--- src/rtl/lsu_pkg.sv ---
// Shared types and constants for the load/store unit.
package lsu_pkg;

  localparam int DATA_W = 16;

  typedef enum logic {
    SZ_BYTE = 1'b0,
    SZ_HALF = 1'b1
  } size_e;

  typedef enum logic [2:0] {
    IDLE    = 3'd0,
    LD_RD   = 3'd1,
    LD_CAP  = 3'd2,
    RMW_RD  = 3'd3,
    RMW_CAP = 3'd4,
    ST_WR   = 3'd5,
    RESP    = 3'd6
  } state_e;

  // dmem is addressed in 16-bit words, so drop the byte-lane bit.
  function automatic logic [DATA_W-1:0] wordAddr(input logic [DATA_W-1:0] byteAddr);
    return {1'b0, byteAddr[DATA_W-1:1]};
  endfunction

endpackage

--- src/rtl/lsu_if.sv ---
// Request, response and dmem signals between execute stage, lsu and dmem.
interface lsu_if;

  logic                        req_valid_i;
  logic                        req_ready_o;
  logic                        req_write_i;
  logic                        req_size_i;
  logic                        req_unsigned_i;
  logic [lsu_pkg::DATA_W-1:0]  req_addr_i;
  logic [lsu_pkg::DATA_W-1:0]  req_wdata_i;

  logic                        resp_valid_o;
  logic                        resp_err_o;
  logic [lsu_pkg::DATA_W-1:0]  resp_rdata_o;

  logic [lsu_pkg::DATA_W-1:0]  dmem_addr_o;
  logic [lsu_pkg::DATA_W-1:0]  dmem_wdata_o;
  logic                        dmem_write_o;
  logic                        dmem_read_o;
  logic [lsu_pkg::DATA_W-1:0]  dmem_rdata_i;

  modport slave (
    input  req_valid_i, req_write_i, req_size_i, req_unsigned_i, req_addr_i, req_wdata_i,
    output req_ready_o,
    output resp_valid_o, resp_err_o, resp_rdata_o,
    output dmem_addr_o, dmem_wdata_o, dmem_write_o, dmem_read_o,
    input  dmem_rdata_i
  );

  modport master (
    output req_valid_i, req_write_i, req_size_i, req_unsigned_i, req_addr_i, req_wdata_i,
    input  req_ready_o,
    input  resp_valid_o, resp_err_o, resp_rdata_o,
    input  dmem_addr_o, dmem_wdata_o, dmem_write_o, dmem_read_o,
    output dmem_rdata_i
  );

endinterface

--- src/rtl/lsu_align.sv ---
// Combinational byte-lane helper: load extract/extend and byte-store merge.
module lsu_align
  import lsu_pkg::*;
(
  input  logic [DATA_W-1:0] i_word,
  input  logic              i_byte_sel,
  input  size_e             i_size,
  input  logic              i_unsigned,
  input  logic [7:0]        i_store_byte,
  output logic [DATA_W-1:0] o_rdata,
  output logic [DATA_W-1:0] o_merged
);

  logic [7:0] w_byte;

  assign w_byte = i_byte_sel ? i_word[15:8] : i_word[7:0];

  always_comb begin
    o_rdata = i_word;
    if (i_size == SZ_BYTE) begin
      if (i_unsigned) begin
        o_rdata = {8'h00, w_byte};
      end else begin
        o_rdata = {{8{w_byte[7]}}, w_byte};
      end
    end
  end

  // Only the addressed lane is replaced; the other byte keeps the value read from dmem.
  always_comb begin
    o_merged = i_word;
    if (i_byte_sel) begin
      o_merged[15:8] = i_store_byte;
    end else begin
      o_merged[7:0] = i_store_byte;
    end
  end

endmodule

--- src/rtl/lsu.sv ---
// Load/store unit: request FSM, error detection and byte-store read-modify-write to dmem.
module lsu
  import lsu_pkg::*;
#(
  parameter int WORD_ADDR_WIDTH = 13
) (
  input  logic  clk,
  input  logic  rst_n,
  lsu_if.slave  bus
);

  localparam logic [DATA_W:0] ADDR_LIMIT = (DATA_W+1)'(1) << WORD_ADDR_WIDTH;

  state_e            r_state;
  state_e            w_next;
  logic [DATA_W-1:0] r_addr;
  logic [DATA_W-1:0] r_wdata;
  size_e             r_size;
  logic              r_unsigned;
  logic              r_err;
  logic [DATA_W-1:0] r_rdata;

  logic              w_accept;
  logic              w_misaligned;
  logic              w_out_of_range;
  logic              w_err;
  logic [DATA_W-1:0] w_load_data;
  logic [DATA_W-1:0] w_merged;
  logic              w_ready;
  logic              w_read;
  logic              w_write;
  logic              w_resp_valid;
  logic [DATA_W-1:0] w_dmem_addr;
  logic [DATA_W-1:0] w_dmem_wdata;

  assign w_accept       = (r_state == IDLE) && bus.req_valid_i;
  assign w_misaligned   = bus.req_size_i && bus.req_addr_i[0];
  assign w_out_of_range = {2'b00, bus.req_addr_i[DATA_W-1:1]} >= ADDR_LIMIT;
  assign w_err          = w_misaligned || w_out_of_range;

  lsu_align u_align (
    .i_word       (bus.dmem_rdata_i),
    .i_byte_sel   (r_addr[0]),
    .i_size       (r_size),
    .i_unsigned   (r_unsigned),
    .i_store_byte (r_wdata[7:0]),
    .o_rdata      (w_load_data),
    .o_merged     (w_merged)
  );

  always_ff @(posedge clk or negedge rst_n) begin
    if (!rst_n) begin
      r_state <= IDLE;
    end else begin
      r_state <= w_next;
    end
  end

  // Strobes and address decode purely from state so a reset can never leave a half-issued access.
  always_comb begin
    w_next       = r_state;
    w_ready      = 1'b0;
    w_read       = 1'b0;
    w_write      = 1'b0;
    w_resp_valid = 1'b0;
    w_dmem_addr  = '0;
    w_dmem_wdata = '0;
    case (r_state)
      IDLE: begin
        w_ready = 1'b1;
        if (bus.req_valid_i) begin
          if (w_err) begin
            w_next = RESP;
          end else if (!bus.req_write_i) begin
            w_next = LD_RD;
          end else if (bus.req_size_i) begin
            w_next = ST_WR;
          end else begin
            w_next = RMW_RD;
          end
        end
      end
      LD_RD: begin
        w_read      = 1'b1;
        w_dmem_addr = wordAddr(r_addr);
        w_next      = LD_CAP;
      end
      LD_CAP: begin
        w_dmem_addr = wordAddr(r_addr);
        w_next      = RESP;
      end
      RMW_RD: begin
        w_read      = 1'b1;
        w_dmem_addr = wordAddr(r_addr);
        w_next      = RMW_CAP;
      end
      RMW_CAP: begin
        w_dmem_addr = wordAddr(r_addr);
        w_next      = ST_WR;
      end
      ST_WR: begin
        w_write      = 1'b1;
        w_dmem_addr  = wordAddr(r_addr);
        w_dmem_wdata = r_wdata;
        w_next       = RESP;
      end
      RESP: begin
        w_resp_valid = 1'b1;
        w_next       = IDLE;
      end
      default: begin
        w_next = IDLE;
      end
    endcase
  end

  // r_wdata doubles as the merged word for byte stores, so ST_WR always writes r_wdata.
  always_ff @(posedge clk or negedge rst_n) begin
    if (!rst_n) begin
      r_addr     <= '0;
      r_wdata    <= '0;
      r_size     <= SZ_BYTE;
      r_unsigned <= 1'b0;
      r_err      <= 1'b0;
      r_rdata    <= '0;
    end else if (w_accept) begin
      r_addr     <= bus.req_addr_i;
      r_wdata    <= bus.req_wdata_i;
      r_size     <= size_e'(bus.req_size_i);
      r_unsigned <= bus.req_unsigned_i;
      r_err      <= w_err;
      r_rdata    <= '0;
    end else if (r_state == LD_CAP) begin
      r_rdata <= w_load_data;
    end else if (r_state == RMW_CAP) begin
      r_wdata <= w_merged;
    end else if (r_state == RESP) begin
      r_err   <= 1'b0;
      r_rdata <= '0;
    end
  end

  assign bus.req_ready_o  = w_ready;
  assign bus.resp_valid_o = w_resp_valid;
  assign bus.resp_err_o   = r_err;
  assign bus.resp_rdata_o = r_rdata;
  assign bus.dmem_addr_o  = w_dmem_addr;
  assign bus.dmem_wdata_o = w_dmem_wdata;
  assign bus.dmem_write_o = w_write;
  assign bus.dmem_read_o  = w_read;

endmodule

--- src/flat_wrapper.sv ---
// flat-port wrapper written by rule: the top's interface ports become plain ports
module lsu_flat import lsu_pkg::*;
#(
  parameter int WORD_ADDR_WIDTH = 13
)
  (clk, rst_n, bus_req_valid_i, bus_req_write_i, bus_req_size_i, bus_req_unsigned_i, bus_req_addr_i, bus_req_wdata_i, bus_req_ready_o, bus_resp_valid_o, bus_resp_err_o, bus_resp_rdata_o, bus_dmem_addr_o, bus_dmem_wdata_o, bus_dmem_write_o, bus_dmem_read_o, bus_dmem_rdata_i);
  lsu_if bus_i ();
  input  logic clk;
  input  logic rst_n;
  input wire logic [$bits(bus_i.req_valid_i)-1:0] bus_req_valid_i;
  input wire logic [$bits(bus_i.req_write_i)-1:0] bus_req_write_i;
  input wire logic [$bits(bus_i.req_size_i)-1:0] bus_req_size_i;
  input wire logic [$bits(bus_i.req_unsigned_i)-1:0] bus_req_unsigned_i;
  input wire logic [$bits(bus_i.req_addr_i)-1:0] bus_req_addr_i;
  input wire logic [$bits(bus_i.req_wdata_i)-1:0] bus_req_wdata_i;
  output wire logic [$bits(bus_i.req_ready_o)-1:0] bus_req_ready_o;
  output wire logic [$bits(bus_i.resp_valid_o)-1:0] bus_resp_valid_o;
  output wire logic [$bits(bus_i.resp_err_o)-1:0] bus_resp_err_o;
  output wire logic [$bits(bus_i.resp_rdata_o)-1:0] bus_resp_rdata_o;
  output wire logic [$bits(bus_i.dmem_addr_o)-1:0] bus_dmem_addr_o;
  output wire logic [$bits(bus_i.dmem_wdata_o)-1:0] bus_dmem_wdata_o;
  output wire logic [$bits(bus_i.dmem_write_o)-1:0] bus_dmem_write_o;
  output wire logic [$bits(bus_i.dmem_read_o)-1:0] bus_dmem_read_o;
  input wire logic [$bits(bus_i.dmem_rdata_i)-1:0] bus_dmem_rdata_i;
  assign bus_i.req_valid_i = bus_req_valid_i;
  assign bus_i.req_write_i = bus_req_write_i;
  assign bus_i.req_size_i = bus_req_size_i;
  assign bus_i.req_unsigned_i = bus_req_unsigned_i;
  assign bus_i.req_addr_i = bus_req_addr_i;
  assign bus_i.req_wdata_i = bus_req_wdata_i;
  assign bus_req_ready_o = bus_i.req_ready_o;
  assign bus_resp_valid_o = bus_i.resp_valid_o;
  assign bus_resp_err_o = bus_i.resp_err_o;
  assign bus_resp_rdata_o = bus_i.resp_rdata_o;
  assign bus_dmem_addr_o = bus_i.dmem_addr_o;
  assign bus_dmem_wdata_o = bus_i.dmem_wdata_o;
  assign bus_dmem_write_o = bus_i.dmem_write_o;
  assign bus_dmem_read_o = bus_i.dmem_read_o;
  assign bus_i.dmem_rdata_i = bus_dmem_rdata_i;
  lsu #(.WORD_ADDR_WIDTH(WORD_ADDR_WIDTH)) u_core (.clk(clk), .rst_n(rst_n), .bus(bus_i));
endmodule
--- config.mk ---
export PLATFORM = sky130hd
export DESIGN_NAME = lsu_flat
export DESIGN_NICKNAME = d
export VERILOG_FILES = /design/src/rtl/lsu_pkg.sv /design/src/rtl/lsu_if.sv /design/src/rtl/lsu_align.sv /design/src/rtl/lsu.sv /design/src/flat_wrapper.sv
export SDC_FILE = /design/constraint.sdc
export NUM_CORES = 1
export LEC_CHECK = 0
export CORE_ASPECT_RATIO = 1.5
export CORE_MARGIN = 1
export CORE_UTILIZATION = 35
export DETAILED_ROUTE_END_ITERATION = 16
export PLACE_DENSITY = 0.66
export RECOVER_POWER = 100
export SYNTH_ARGS = -nofsm -noshare
export SYNTH_HDL_FRONTEND = slang
export SYNTH_SLANG_ARGS = --single-unit
--- constraint.sdc ---
create_clock -name clk -period 5.8 [get_ports clk]
set_input_delay 1.45 -clock clk [delete_from_list [all_inputs] [get_ports clk]]
set_output_delay 1.45 -clock clk [all_outputs]
set_load 0.01 [all_outputs]
# Yosys cells after proc, flatten, opt, wreduce, memory -nomap -nowiden

Index checks and enable logic that the tools add are counted.

Magnitude comparators: 1
Eq/ne operators: 10
Mux-type cells: 27
Reductions and logical operators: 15

Operators by type and width:

| kind                 | count |
|---|---|
| $mux 16              | 10 |
| $mux 8               | 3 |
| $ge 15x14->1 const B | 1 |
| $mux 15              | 1 |
| $pmux 3 s5           | 1 |
| $mux 3               | 4 |
| $eq 3x3->1 const B   | 3 |
| $mux 1               | 8 |
| $eq 3x2->1 const B   | 2 |
| $reduce_and 3->1     | 2 |
| $reduce_bool 2->1    | 3 |
| $reduce_or 5->1      | 1 |
| $ne 2x1->1 const B   | 2 |
| $reduce_and 2->1     | 2 |
| $reduce_or 2->1      | 2 |
| $eq 3x1->1 const B   | 1 |
| $logic_not 3->1      | 1 |
| $ne 3x1->1 const B   | 1 |
| $reduce_bool 3->1    | 1 |
| $logic_and 1x1->1    | 2 |
| $ne 2x2->1 const B   | 1 |
| $logic_or 1x1->1     | 1 |

Register bits after elaboration: 54

# Depth between registers and ports, before layout

Depth after elaboration: 5
Gate-level depth with buffers: 7
Mapped depth without buffers: 3

# By module

From an unflattened synthesis, not the netlist that was laid out.

Cells, all modules: 270
Area, all modules: 2965.3 um2

Modules (own cells, without submodules):

| module    | instances | cells an instance | area an instance (um2) | sequential area each (um2) |
|---|---|---|---|---|
| lsu       | 1         | 221               | 2563.7                 | 1351.3 |
| lsu_align | 1         | 49                | 401.6                  | 0.0 |

# Worst setup path after synthesis

OpenSTA, ideal clock, no wires.

Path kind: reg-to-output
From: register u_core.r_state[0]
To: output bus_dmem_addr_o[10]
Data arrival time: 1.400 ns
Setup slack: 2.950 ns
Stages on the path, launching flop included: 6
Path buffers: 2
Path through: dfrtp_1 > buf_2 > nor3_1 > a21oi_1 > clkbuf_1 > and2_1

Longest elaborated chain between the ends: 3

Ends and longest elaborated chain:

| what                                     | RTL line           | RTL |
|---|---|---|
| start: declaration                       | lsu.sv:14          | `state_e r_state;` |
| start signal: assignment                 | lsu.sv:55          | `r_state <= w_next;` |
| $eq 3x1->1, or another cell as far along | lsu.sv:68          | `case (r_state)` |
| $reduce_or 5->1 (no line) (*)            | -                  |  |
| $mux 15 (*)                              | lsu.sv:68          |  |
| end: declaration                         | flat_wrapper.sv:20 | `output wire logic [$bits(bus_i.dmem_addr_o)-1:0] bus_dmem_addr_o;` |

Every way passes the cells marked *; elsewhere a longest branch is shown, timed or not.

# Worst setup path in the final report

From: register u_core.r_state[2]
To: output bus_dmem_addr_o[14]

Same word-level chain as after synthesis.

==> flow_summary.yaml <==
drt:
  drt_wl_total_mm: 7.35
  drcViolationCount: 0
  drt_iter0_markers: 87
  wl_met2_mm: 3.63
  via_count: 2290
  drtPass1Iterations: 5
  dr.max_layer_used: "met4"
  route.antenna.remaining_nets: 0
  via_per_inst: 4.88
  met1_length_mm: 3.14
  wl_met3_um: 497
  post_drt_wl_per_cell_um: 15.7
flow_run:
  drv_cap: 1
worst_setup_path:
  startpoint: "u_core.r_state[2]"
  cp_slowest_cell: "dfrtp_1"
  crit_fanout: 25
  reg2reg_depth: 4
  r2r_setup_slack_ps: 2760
  critPathRequiredTime_ps: 4350
  r2r_start: "u_core.r_state[2]"
  start_kind: "register"
  crit_path_cell_trace: "nor3_1 -> a21oi_1 -> and2_0 -> clkdlybuf4s50_1"
  setup.worst_path.end: "bus_dmem_addr_o[14]"
  critPathKind: "reg2out"
  r2r-end: "u_core.r_wdata[2]"
  cp.arrival_ps: 2820
  endpoint_kind: "primary output"
  cp.depth: 4
  slowest_delay_ps: 830
  cp_num_buf_inv: 1
  cp_top_family: "flip-flops"
clock_tree:
  cts_setup_buffers: 0
  cts_resized: 0
  cts_tree: "built"
  cts_hold_buffers: 0
  clock-root-buffer: "clkbuf_16"
  cts_made_buffers: 5
  cts.clk_slew.worst_paths_ps: 70
  cts_buffer_depth: 2
  htreeDepth: 2
  clk_latency_ps: 290
  cts_sinks: 54
yosys:
  synth_edf_count: 0
  seq_area_frac_synth_pct: 48.0
  syn_area_per_cell_um2: 10.5
  synth.net_count: 323
  yosysWarnings: 0
  async_reset_ff_share_pct: 100
  synth-main-ff-cell: "dfrtp_1"
  netlist_instances: 269
  ys_ff_latch: 54
  synthDistinctLibCells: 35
  ys_top_cells_by_area: "dfrtp_1 48%, mux2_2 8.8%, mux2i_1 8.2%, nand2_1 7.7%, and2_1 6.9%"
  synth_top_area_cell: "dfrtp_1"
  synth_area_um2: 2820
  synth_top_area_share_pct: 48.0
floorplan:
  row_count: 39
  die_h_um: 112
  die_w_um: 75.2
  start_util_pct: 36.5
  dieArea_um2: 8420
  io_pins: 107
  coreArea_um2: 7710
timing:
  min_period_ps: 4270
  max-slew-margin-rel_pct: -91.0
  fin_tns_setup_ps: 0
  finalSetupViolations: 0
  drv_slew: 55
  max_freq_mhz: 234
  tightest_slew_ps: 2860
  rsz0062_at_grt: "false"
  post-route-period-util_pct: 73.6
  hold_viol_final: 0
  clock_skew_ps: 9.33
global_route:
  grt_overflow_total: 0
  grt_pass1_wl_mm: 11.9
  grt_pass1_vias: 2347
  track_usage_pct: 18.6
  grt_max_degree: 55
  antenna_found_initial: 0
outcome:
  violations: "capacitance limit, slew limit"
  status: "finished with violations"
final_layout:
  final_cell_mix: "76 x clkdlybuf4s50_1, 58 x nand2_1, 54 x dfrtp_1"
  fill_cells: 742
  final_layout_size_suffix_gt1_share_pct: 9.81
  n_antenna_cell: 0
  layout.nets: 420
  multiInputGateArea_um2: 1360
  final_common_cell: "clkdlybuf4s50_1"
  seq_area_um2: 1350
  area_growth_pct: 44.3
  stdcell_area_um2: 4070
power:
  power_density_nw_per_um2: 467
  leakage_nw: 1.77
  peakVddDrop_mv: 0.227
placed_design:
  dpl_cell_area_um2: 3940
  io_buffers: 105
  dp_hpwl_mm: 5.36
  gp_congestion: 0.757
min_path:
  min_path_type: "reg2reg"
## through the flow
step | instances | hold slack [ps] | setup WS, ps | power (mW) | util (%)
finish | 469 | 468 | 1530 | 1.90 | 52.7
global route | 469 | 494 | 1260 | 2.05 | 52.7
CTS | 469 | 474 | 1510 | 1.95 | 53.1
detailed placement | 461 | 457 | 1840 | 1.64 | 51.1
global placement | 461 | 450 | 1960 | 1.62 | 51.1
floorplan | 269 | 437 | 2950 | 1.22 | -
## area by class of cell
cell class                 count  area share [%]
clock buffer                   6            3.42
clock inverter                 2           0.308
inverter                       2           0.185
multi-input combinational    194            33.5
sequential                    54            33.2
tap                          102            3.14
timing repair buffer         109            26.2
## sequential cells by signal (all words and copies together) (netlist names)
name                     flops
u_core.r_size                1
u_core.r_state               3
u_core.r_wdata              16
u_core.bus.resp_err_o        1
u_core.bus.resp_rdata_o     16
u_core.r_unsigned            1
u_core.r_addr               16
## metal layers
| metal | global-route usage [%] | vias to the layer above |
|---|---|---|
| li1 | - | 1108 |
| met1 | 24.8 | 1083 |
| met2 | 30.6 | 92 |
| met3 | 3.71 | 7 |
| met4 | 4.69 | 0 |
| met5 | 0 | - |
## worst min-delay path, cell delays in order (launching register included)
cell,delay [ps]
dfrtp_1,340
nand2_1,50
nand2_1,50
## report_power, final
| part | switching [mW] | leakage, nW | total (mW) | internal [mW] |
|---|---|---|---|---|
| Clock | 0.135 | 0.0729 | 0.306 | 0.171 |
| Combinational | 0.398 | 1.03 | 0.908 | 0.511 |
| Sequential | 0.153 | 0.670 | 0.684 | 0.530 |
| Total | 0.686 | 1.77 | 1.90 | 1.21 |
## synthesized netlist by cell type, types with 2 or more instances
master and n:
mux2i_1 23, a21boi_0 2, clkbuf_1 9, mux2_2 22
o21a_1 2, dfrtp_1 54, and2_1 31, o31a_1 2
buf_1 2, mux2_4 2, inv_1 2, nand2b_1 3
o2bb2ai_1 17, a2bb2oi_1 8, nor2b_1 3, nand2_1 58
nor2_1 6, buf_2 6
## worst min-delay path by stage
stage / from / to / slack (ps) / cells after the start
final: u_core.r_unsigned / u_core.r_unsigned / 470 / 2
after global routing: u_core.r_addr[6] / u_core.r_addr[6] / 490 / 2
after CTS: u_core.r_unsigned / u_core.r_unsigned / 470 / 2
after detailed placement: u_core.r_unsigned / u_core.r_unsigned / 460 / 2
after global placement: u_core.r_unsigned / u_core.r_unsigned / 450 / 2
after floorplan: u_core.r_unsigned / u_core.r_unsigned / 440 / 2
## cells by family after synthesis
logic type | count (synthesis) | synth area share (%)
AOI/OAI and AO/OA | 40 | 11.9
buffers and inverters | 21 | 3.47
DFF | 54 | 48.0
muxes | 47 | 18.0
other | 1 | 0.133
and+or+nand+nor | 106 | 18.5
No activity file was read; power rests on OpenSTA's default activity.
